===== config.mk =====
export PLATFORM = sky130hd
export DESIGN_NAME = audio_mixer
export DESIGN_NICKNAME = d
export VERILOG_FILES = /design/src/rtl/audio_pkg.sv /design/src/rtl/sd_mod.sv /design/src/rtl/audio_mixer.sv
export SDC_FILE = /design/constraint.sdc
export NUM_CORES = 1
export LEC_CHECK = 0
export CELL_PAD_IN_SITES_DETAIL_PLACEMENT = 2
export CELL_PAD_IN_SITES_GLOBAL_PLACEMENT = 2
export CORE_MARGIN = 3
export CORE_UTILIZATION = 34
export DETAILED_ROUTE_END_ITERATION = 10
export PLACE_DENSITY = 0.8
export RECOVER_POWER = 50
export SLEW_MARGIN = 0
export SYNTH_ARGS = -nofsm -noshare
export SYNTH_HDL_FRONTEND = slang
export SYNTH_SLANG_ARGS = --single-unit

===== constraint.sdc =====
create_clock -name clock -period 4.7 [get_ports clock]
set_input_delay 0.47 -clock clock [delete_from_list [all_inputs] [get_ports clock]]
set_output_delay 0.47 -clock clock [all_outputs]
set_load 0.01 [all_outputs]

===== src/rtl/audio_pkg.sv =====
// Package: audio_pkg
// Shared constants and helpers for the audio mixer slice.
//   DEF_NCH / DEF_W / DEF_VW : default channel count, sample width, volume width
//   LFSR_SEED / LFSR_TAPS    : dither LFSR reset value and feedback taps (16,14,13,11)
//   clog2()                  : ceil(log2(n)), never less than 1 (index width)
//   lfsr_step()              : one shift of the 16-bit Fibonacci dither LFSR
package audio_pkg;

    localparam int DEF_NCH = 2;
    localparam int DEF_W   = 6;
    localparam int DEF_VW  = 4;

    localparam logic [15:0] LFSR_SEED = 16'hACE1;
    // Bit positions 15,13,12,10 correspond to taps 16,14,13,11.
    localparam logic [15:0] LFSR_TAPS = 16'hB400;

    function automatic int clog2(input int n);
        int r;
        r = 0;
        for (int i = 0; i < 31; i++) begin
            if ((1 << i) < n) begin
                r = i + 1;
            end
        end
        return (r < 1) ? 1 : r;
    endfunction

    function automatic logic [15:0] lfsr_step(input logic [15:0] s);
        return {s[14:0], ^(s & LFSR_TAPS)};
    endfunction

endpackage


===== src/rtl/sd_mod.sv =====
// Module: sd_mod
// First-order sigma-delta modulator producing a 1-bit stream whose ones
// density is sum / 2^S.
// Ports:
//   clock  in  1   system clock, one modulator step per cycle
//   reset  in  1   synchronous, active-high; clears the integrator
//   sum    in  S   unsigned level to modulate
//   cin    in  1   carry-in added each step (dither source or 0)
//   q      out 1   registered output bit (integrator carry)
module sd_mod #(
    parameter int S = 11
) (
    input  logic         clock,
    input  logic         reset,
    input  logic [S-1:0] sum,
    input  logic         cin,
    output logic         q
);

    // Top bit is the carry of the previous step; it is dropped before the
    // next addition so the integrator wraps modulo 2^S.
    logic [S:0] sd_reg;

    always_ff @(posedge clock) begin
        if (reset) begin
            sd_reg <= '0;
        end else begin
            sd_reg <= {1'b0, sd_reg[S-1:0]} + {1'b0, sum} + {{S{1'b0}}, cin};
        end
    end

    assign q = sd_reg[S];

endmodule


===== src/rtl/audio_mixer.sv =====
// Module: audio_mixer
// N-channel audio mixer: per-channel volume and left/right routing, one
// channel multiplied and accumulated per clock, frame sums latched every NCH
// clocks and fed to two first-order sigma-delta modulators.
// Build option: define AUDIO_DITHER_EN to add a 16-bit LFSR whose bit 0 is
// the carry-in of both modulators; otherwise the carry-in is 0 and the
// output is fully deterministic.
// Ports:
//   clock   in   1        system clock
//   reset   in   1        synchronous, active-high
//   ch      in   NCH*W    packed unsigned samples, channel i = ch[i*W +: W]
//   vol     in   NCH*VW   packed volumes, channel i = vol[i*VW +: VW]
//   pl      in   NCH      route channel i to left
//   pr      in   NCH      route channel i to right
//   strobe  out  1        one-cycle pulse after a new frame sum is latched
//   audio   out  2        {left, right} sigma-delta bit streams
module audio_mixer
    import audio_pkg::*;
#(
    parameter int NCH = DEF_NCH,
    parameter int W   = DEF_W,
    parameter int VW  = DEF_VW
) (
    input  logic              clock,
    input  logic              reset,
    input  logic [NCH*W-1:0]  ch,
    input  logic [NCH*VW-1:0] vol,
    input  logic [NCH-1:0]    pl,
    input  logic [NCH-1:0]    pr,
    output logic              strobe,
    output logic [1:0]        audio
);

    localparam int IW = clog2(NCH);
    localparam int PW = W + VW;
    // Wide enough for NCH full-scale products, so the sum can never wrap.
    localparam int S  = PW + IW;

    logic [W-1:0]  ch_arr  [NCH];
    logic [VW-1:0] vol_arr [NCH];

    genvar gi;
    generate
        for (gi = 0; gi < NCH; gi++) begin : g_unpack
            assign ch_arr[gi]  = ch[gi*W +: W];
            assign vol_arr[gi] = vol[gi*VW +: VW];
        end
    endgenerate

    logic [IW-1:0] idx_reg;
    logic [S-1:0]  acc_l_reg, acc_r_reg;
    logic [S-1:0]  sum_l_reg, sum_r_reg;
    logic          strobe_reg;

    logic [PW-1:0] prod;
    logic [S-1:0]  add_l, add_r;
    logic          last_slot;
    logic          cin;

    // Only the channel currently addressed by the sequencer is looked at, so
    // later changes to already-processed channels wait for the next frame.
    assign prod      = PW'(ch_arr[idx_reg]) * PW'(vol_arr[idx_reg]);
    assign add_l     = pl[idx_reg] ? S'(prod) : '0;
    assign add_r     = pr[idx_reg] ? S'(prod) : '0;
    assign last_slot = (idx_reg == IW'(NCH - 1));

    always_ff @(posedge clock) begin
        if (reset) begin
            idx_reg    <= '0;
            acc_l_reg  <= '0;
            acc_r_reg  <= '0;
            sum_l_reg  <= '0;
            sum_r_reg  <= '0;
            strobe_reg <= 1'b0;
        end else if (last_slot) begin
            // Fold the final slot straight into the latched sum.
            idx_reg    <= '0;
            sum_l_reg  <= acc_l_reg + add_l;
            sum_r_reg  <= acc_r_reg + add_r;
            acc_l_reg  <= '0;
            acc_r_reg  <= '0;
            strobe_reg <= 1'b1;
        end else begin
            idx_reg    <= idx_reg + IW'(1);
            acc_l_reg  <= acc_l_reg + add_l;
            acc_r_reg  <= acc_r_reg + add_r;
            strobe_reg <= 1'b0;
        end
    end

    assign strobe = strobe_reg;

`ifdef AUDIO_DITHER_EN
    logic [15:0] lfsr_reg;

    always_ff @(posedge clock) begin
        if (reset) begin
            lfsr_reg <= LFSR_SEED;
        end else begin
            lfsr_reg <= lfsr_step(lfsr_reg);
        end
    end

    assign cin = lfsr_reg[0];
`else
    assign cin = 1'b0;
`endif

    sd_mod #(.S(S)) u_sd_left (
        .clock (clock),
        .reset (reset),
        .sum   (sum_l_reg),
        .cin   (cin),
        .q     (audio[1])
    );

    sd_mod #(.S(S)) u_sd_right (
        .clock (clock),
        .reset (reset),
        .sum   (sum_r_reg),
        .cin   (cin),
        .q     (audio[0])
    );

endmodule


==> flow_metrics.tcl <==
set metrics [dict create \
    status "complete, but fails checks" \
    violations "capacitance limit, slew limit, setup timing" \
    yosysMostFrequentCell "dfxtp_1" \
    fmax_ghz 0.203 \
    yosys.area.top_type "dfxtp_1" \
    dp_hpwl_mm 12.9 \
    cts_tree "yes" \
    clock_latency_ns 0.36 \
    crit_fanout 6 \
    grt.total_usage_pct 23.6 \
    cts_buffers 9 \
    ys.flop_type "dfxtp_1" \
    ir_drop_uv 209 \
    drt_iter0_markers 235 \
    synthAdderAreaFrac_pct 19.1 \
    async_reset_ff_share_pct 0 \
    end_kind "flip-flop" \
    slew_headroom_pct -78.9 \
    cts_sinks 70 \
    cpLargestDelayFamily "compound AO/OA/AOI/OAI gates" \
    die_w_um 126 \
    place.gp.congestion 0.875 \
    grt_pass1_wl_mm 29.8 \
    synth_edf_count 0 \
    syn_to_final_growth_pct 35.3 \
    hp-class "reg -> reg" \
    cp_common_cell "a21o_1" \
    grt_max_degree 55 \
    synth_area_leaders "dfxtp_1, ha_1, fa_1" \
    numPortBuffers 28 \
    drv_cap 1 \
    slowest_stage "fa_1" \
    synth_compound_area_share_pct 22.5 \
    worstPathRequired_ns 4.94 \
    cts_root_buffer "clkbuf_16" \
    cts_hold_buffers 0 \
    synth_seq_cells 70 \
    gr-total-overflow 0 \
    fin_crit_ns 4.92 \
    total_power_mw 2.89 \
    routedWlPerCell_um 25.6 \
    hold_viol_final 0 \
    fp.dieH_um 126 \
    placed_cell_area_um2 5830 \
    htreeDepth 3 \
    criticalPathCategory "reg -> reg" \
    vias_per_cell 5.86 \
    grt_pass1_vias 5436 \
    hold_end "sum_r_reg[10]" \
    vias 4938 \
    drcViolationCount 0 \
    synth_nets 654 \
    clockBufferDepth 2 \
    timing.final.crit_share_pct 105 \
    core_um2 14000 \
    leakage_nw 2.99 \
    netlist_instances 560 \
    r2r_slack_ns -0.22 \
    fin_skew_ns 0.00949 \
    synth-xor-area-share_pct 2.13 \
    setup_viol 10 \
    critPathMaxStageDelay_ns 0.62 \
    synth_top_area_share_pct 28.4 \
    rows 43 \
    final_area_um2 6670 \
    antenna_left 0 \
    antenna_found_initial 0 \
    r2r-end "sum_l_reg[8]" \
    drtPass1Iterations 4 \
    n_fill_cell 1488 \
    preCtsSetupSlack_ns -0.638 \
    muxShareOfSynthArea_pct 3.02 \
    critical_path_arrival_ns 5.16 \
    holdWs_ns 0.479 \
    syn_avg_cell_area_um2 8.80 \
    worstMarginPinSlew_ns 2.68 \
    io_pins 29 \
    finalWirelength_mm 21.6 \
    synth.distinct_cells 61 \
    drv_slew 55 \
    synth-simple-area-share_pct 20.2 \
    startpoint_type "flip-flop" \
    hold_path_depth 2 \
    diodes 0 \
    pwr_density_cell_nw_per_um2 433 \
    die_area_um2 16000 \
    drive_above_1_share_pct 24.0 \
    syn_area_um2 4930 \
    ys_seq_area_share_pct 28.4 \
    reg2reg_from "idx_reg" \
    synth_top_family_by_area "compound AO/OA/AOI/OAI gates" \
    synth_common_cells "dfxtp_1, ha_1, nor2_1, inv_1, nand2_1" \
    worst_slack_ns -0.221 \
    crit_buf_inv 3 \
    reg2reg_depth 18 \
    hp-start "sum_r_reg[10]" \
    crit_path_cell_trace "buf_12 > nor2b_4 > buf_4 > buf_4 > a32o_1 > ha_1 > fa_1 > ha_1 > a21o_1 > a21o_1 > a21o_1 > a211oi_4 > nor3_4 > ha_4 > and3_1 > a21boi_1 > o21ai_0 > a32o_1" \
    path_clk_slew_ns 0.06 \
    fin_nets 752 \
    yosys_warnings 0 \
    initial_core_util_pct 35.1 \
]
layout make-up:
cell class	instances	area (um^2)	share of cell area, %
clock buffers	11	253	3.79
multi-input cells	436	3580	53.7
inverters	35	131	1.97
flip-flops and latches	70	1410	21.1
repair buffers	106	946	14.2
clock inverters	5	129	1.93
well taps	180	225	3.38
power breakdown:
part           internal, mW  switching, mW
Combinational         0.559          0.700
Clock                 0.602          0.295
Sequential            0.681         0.0501
Total                  1.84           1.05
cell families (layout without fill, tap and decap cells):
group | after synthesis | after routing
muxes | 14 | 14
and+or+nand+nor | 192 | 192
xor gates and xnor gates | 12 | 12
DFF | 70 | 70
buffers and inverters | 54 | 157
AOI/OAI and AO/OA | 150 | 150
adders and majority gates | 68 | 68
cell usage in the layout, fill, tap and decap left out, types with 4 or more instances in the layout:
| cell type | instances |
|---|---|
| a211oi_1 | 6 |
| a21boi_1 | 5 |
| a21o_1 | 9 |
| a21oi_1 | 20 |
| a21oi_2 | 10 |
| a31oi_1 | 5 |
| a32o_1 | 17 |
| and2_1 | 11 |
| and3_1 | 8 |
| buf_4 | 71 |
| bufinv_16 | 4 |
| clkbuf_16 | 11 |
| clkdlybuf4s50_1 | 12 |
| dfxtp_1 | 69 |
| dlymetal6s2s_1 | 12 |
| fa_1 | 11 |
| ha_1 | 51 |
| ha_4 | 5 |
| inv_1 | 32 |
| mux2_2 | 6 |
| mux2i_1 | 7 |
| nand2_1 | 29 |
| nand3_1 | 14 |
| nand4_1 | 7 |
| nor2_1 | 43 |
| nor2b_1 | 16 |
| nor2b_4 | 4 |
| nor3_1 | 22 |
| nor3b_1 | 7 |
| o211ai_1 | 6 |
| o21a_1 | 11 |
| o21ai_0 | 18 |
| xnor2_1 | 7 |
through the flow:
step           utilization (%)  setup TNS [ns]  instances
2_1_floorplan                -               0        560
4_1_cts                   45.2               0        834
3_5_place_dp              41.5          -10.43        815
5_1_grt                   47.5           -3.08        843
6_report                  47.5          -0.957        843
3_3_place_gp              41.5           -4.17        815
repair_timing:
item,in CTS,in global routing
pin swaps,13,22
endpoints found under the hold margin,0,0
setup buffers,3,7
gates cloned,0,2
endpoints found under the setup margin,19,21
gates resized for setup,23,53
tightest hold or removal path: stages, from the launching register on:
cell and delay [ns]:
dfxtp_1 0.31, nand2_1 0.06, o31ai_1 0.06
worst max path at each step:
stage / startpoint / end / slack (ns) / cells past startpoint
after detailed placement: vol[3] / sum_l_reg[8] / -0.64 / 17
after global routing: idx_reg / sum_l_reg[8] / -0.30 / 18
final: idx_reg / sum_l_reg[8] / -0.22 / 18
after CTS: vol[3] / sum_r_reg[8] / 0.01 / 17
after global placement: vol[2] / sum_l_reg[8] / -0.35 / 17
after floorplan: idx_reg / sum_l_reg[8] / 0.005 / 18
per-layer routing:
layer	vias up	global-route usage (%)	wire, um
li1	2261	-	-
met5	-	0	0
met2	83	44.5	12000
met4	0	9.40	742
met3	50	3.37	595
met1	2544	26.4	8240
Power figures use the tool's default switching activity.
==> edit (config.mk and constraints unchanged) <==
Change the package constant `DEF_W` from 6 to 12.
--- a/src/rtl/audio_pkg.sv
+++ b/src/rtl/audio_pkg.sv
@@ -8,5 +8,5 @@
 
     localparam int DEF_NCH = 2;
-    localparam int DEF_W   = 6;
+    localparam int DEF_W   = 12;
     localparam int DEF_VW  = 4;
 
Interface: changed (resized ch); port bits go from 29 to 41. No check against the original RTL was run, so the function may have changed too.
==> edit against the original RTL <==
  * The flow still finishes with violations (max-capacitance violations, max-slew violations, negative setup slack)
  * Routed wire length increased to 2.9 times the old value
  * Worst setup slack lost 1300 ps
  * Sequential cell count up 36
  * Synthesized area up 70%
  * Non-clock buffer count is 163 higher
  * Critical path depth grew 4
  * Total power rose to 2.7 times the old value
  * First-iteration DRC count grew to 3.9 times the old value
  * Cell area increased by 94%
  * Maximum frequency is 21% lower
  * Clock skew rose by 8.2 ps
  * Critical path type unchanged
  * Critical endpoint is now acc_r_reg[16]
==> edit: results (changes against the original RTL) <==
Filler cells 2410 (was 1488); DP Worst Slack -1330 ps (was -638 ps); Setup TNS Final -41840 ps (was -957 ps); violated checks max-capacitance violations, max-slew violations, negative setup slack (unchanged); Critical Path Max Stage Delay 760 ps (was 620 ps); worst vdd ir 0.264 mV (was 0.209 mV); Least-Margin Pin Slew 1550 ps (was 2680 ps); max-cap violations 1 (unchanged); total vias in the final route 10400 (was 4938); Starting DRT DRC Count 916 (was 235); first-pass GRT wire length 75700 um (was 29800 um); Final setup viols 52 (was 10); Routability Congestion 0.845 (was 0.875); fin nets 1425 (was 752); maximum number of pins on one net before global-route repair 73 (was 55); aggregate global-route resource usage 0.385 (was 0.236); top post-synthesis cells by area dfxtp_1 25%, ha_1 13%, fa_1 5.7% (was dfxtp_1 28%, ha_1 14%, fa_1 4.9%); drt pass-1 iters 6 (was 4); final max-slew violation count 16 (was 55); register area share after synthesis 0.254 (was 0.284); outcome finished with violations (unchanged); Arr. time, crit path 6550 ps (was 5160 ps); synth cell count leaders 128 x nor2_1, 106 x dfxtp_1, 86 x ha_1, 77 x inv_1, 69 x nand2_1 (was 70 x dfxtp_1, 56 x ha_1, 43 x nor2_1, 34 x inv_1, 31 x nand2_1); placed cells 1515 (was 815); initial antenna violation count 5 (was 0); setup ws final -1570 ps (was -221 ps); Clk Latency, worst-skew pair 400 ps (was 360 ps)
-- edit: routing by layer --
metal	global-route usage	vias to the layer above	part of all wire
li1	-	4128	-
met1	0.378	5204	0.34
met4	0.305	8	0.11
met3	0.0704	403	0.074
met5	0	-	0.0013
met2	0.707	699	0.47
-- edit: area by class of cell --
type | instances | area (um^2) | area share
flip-flops and latches | 106 | 2130 | 0.164
repair buffers | 269 | 2320 | 0.180
inverters | 78 | 293 | 0.0226
diodes | 1 | 2.50 | 0.000193
well taps | 319 | 399 | 0.0309
multi-input cells | 813 | 7500 | 0.580
clock buffers | 10 | 239 | 0.0185
clock inverters | 6 | 48.8 | 0.00377
-- edit: per-stage QoR --
step | util | instance area, um^2
after floorplan | - | 8670
after global placement | 0.438 | 10400
after detailed placement | 0.438 | 10400
after CTS | 0.509 | 12100
after global routing | 0.543 | 12900
final | 0.543 | 12900
-- edit: path summary, 6_finish.rpt --
| kind | start | end | depth (start not counted) |
|---|---|---|---|
| min | sum_r_reg[9] | sum_r_reg[9] | 2 |
| min reg2reg | sum_r_reg[9] | sum_r_reg[9] | 2 |
| max | idx_reg | acc_r_reg[16] | 22 |
| max reg2reg | idx_reg | acc_r_reg[16] | 22 |
-- edit: timing repair --
action / CTS / global route
setup buffers: 54 / 31
endpoints found under the setup margin: 46 / 50
gates resized for setup: 216 / 144
hold endpoints to repair: 0 / 0
pin swaps: 95 / 93
cloned: 1 / 0
-- edit: cell families (layout without fill, tap and decap cells) --
group                      after synthesis  in the layout  share of synthesized area
AOI/OAI and AO/OA                      270            270                      0.216
xor gates and xnor gates                29             29                     0.0304
adders and majority gates              110            110                      0.186
buffers and inverters                  114            363                     0.0537
DFF                                    106            106                      0.254
muxes                                   42             42                     0.0528
other                                    0              1                          0
and+or+nand+nor                        362            362                      0.208
-- edit: worst register-to-register path: cells and delay by family, from the launching register on --
| family | cells | cell delay (ps) |
|---|---|---|
| buffers and inverters | 7 | 990 |
| AND/OR/NAND/NOR | 3 | 1100 |
| flip-flops | 1 | 410 |
| adder cells (fa/ha/maj) | 4 | 1670 |
| AO/OA/AOI/OAI | 6 | 1270 |
| multiplexers | 2 | 670 |
-- edit: where the power goes --
part / internal (mW) / total [mW] / switching, mW
registers: 1.11 / 1.29 / 0.184
logic: 2.39 / 5.74 / 3.35
clock network: 0.384 / 0.859 / 0.475
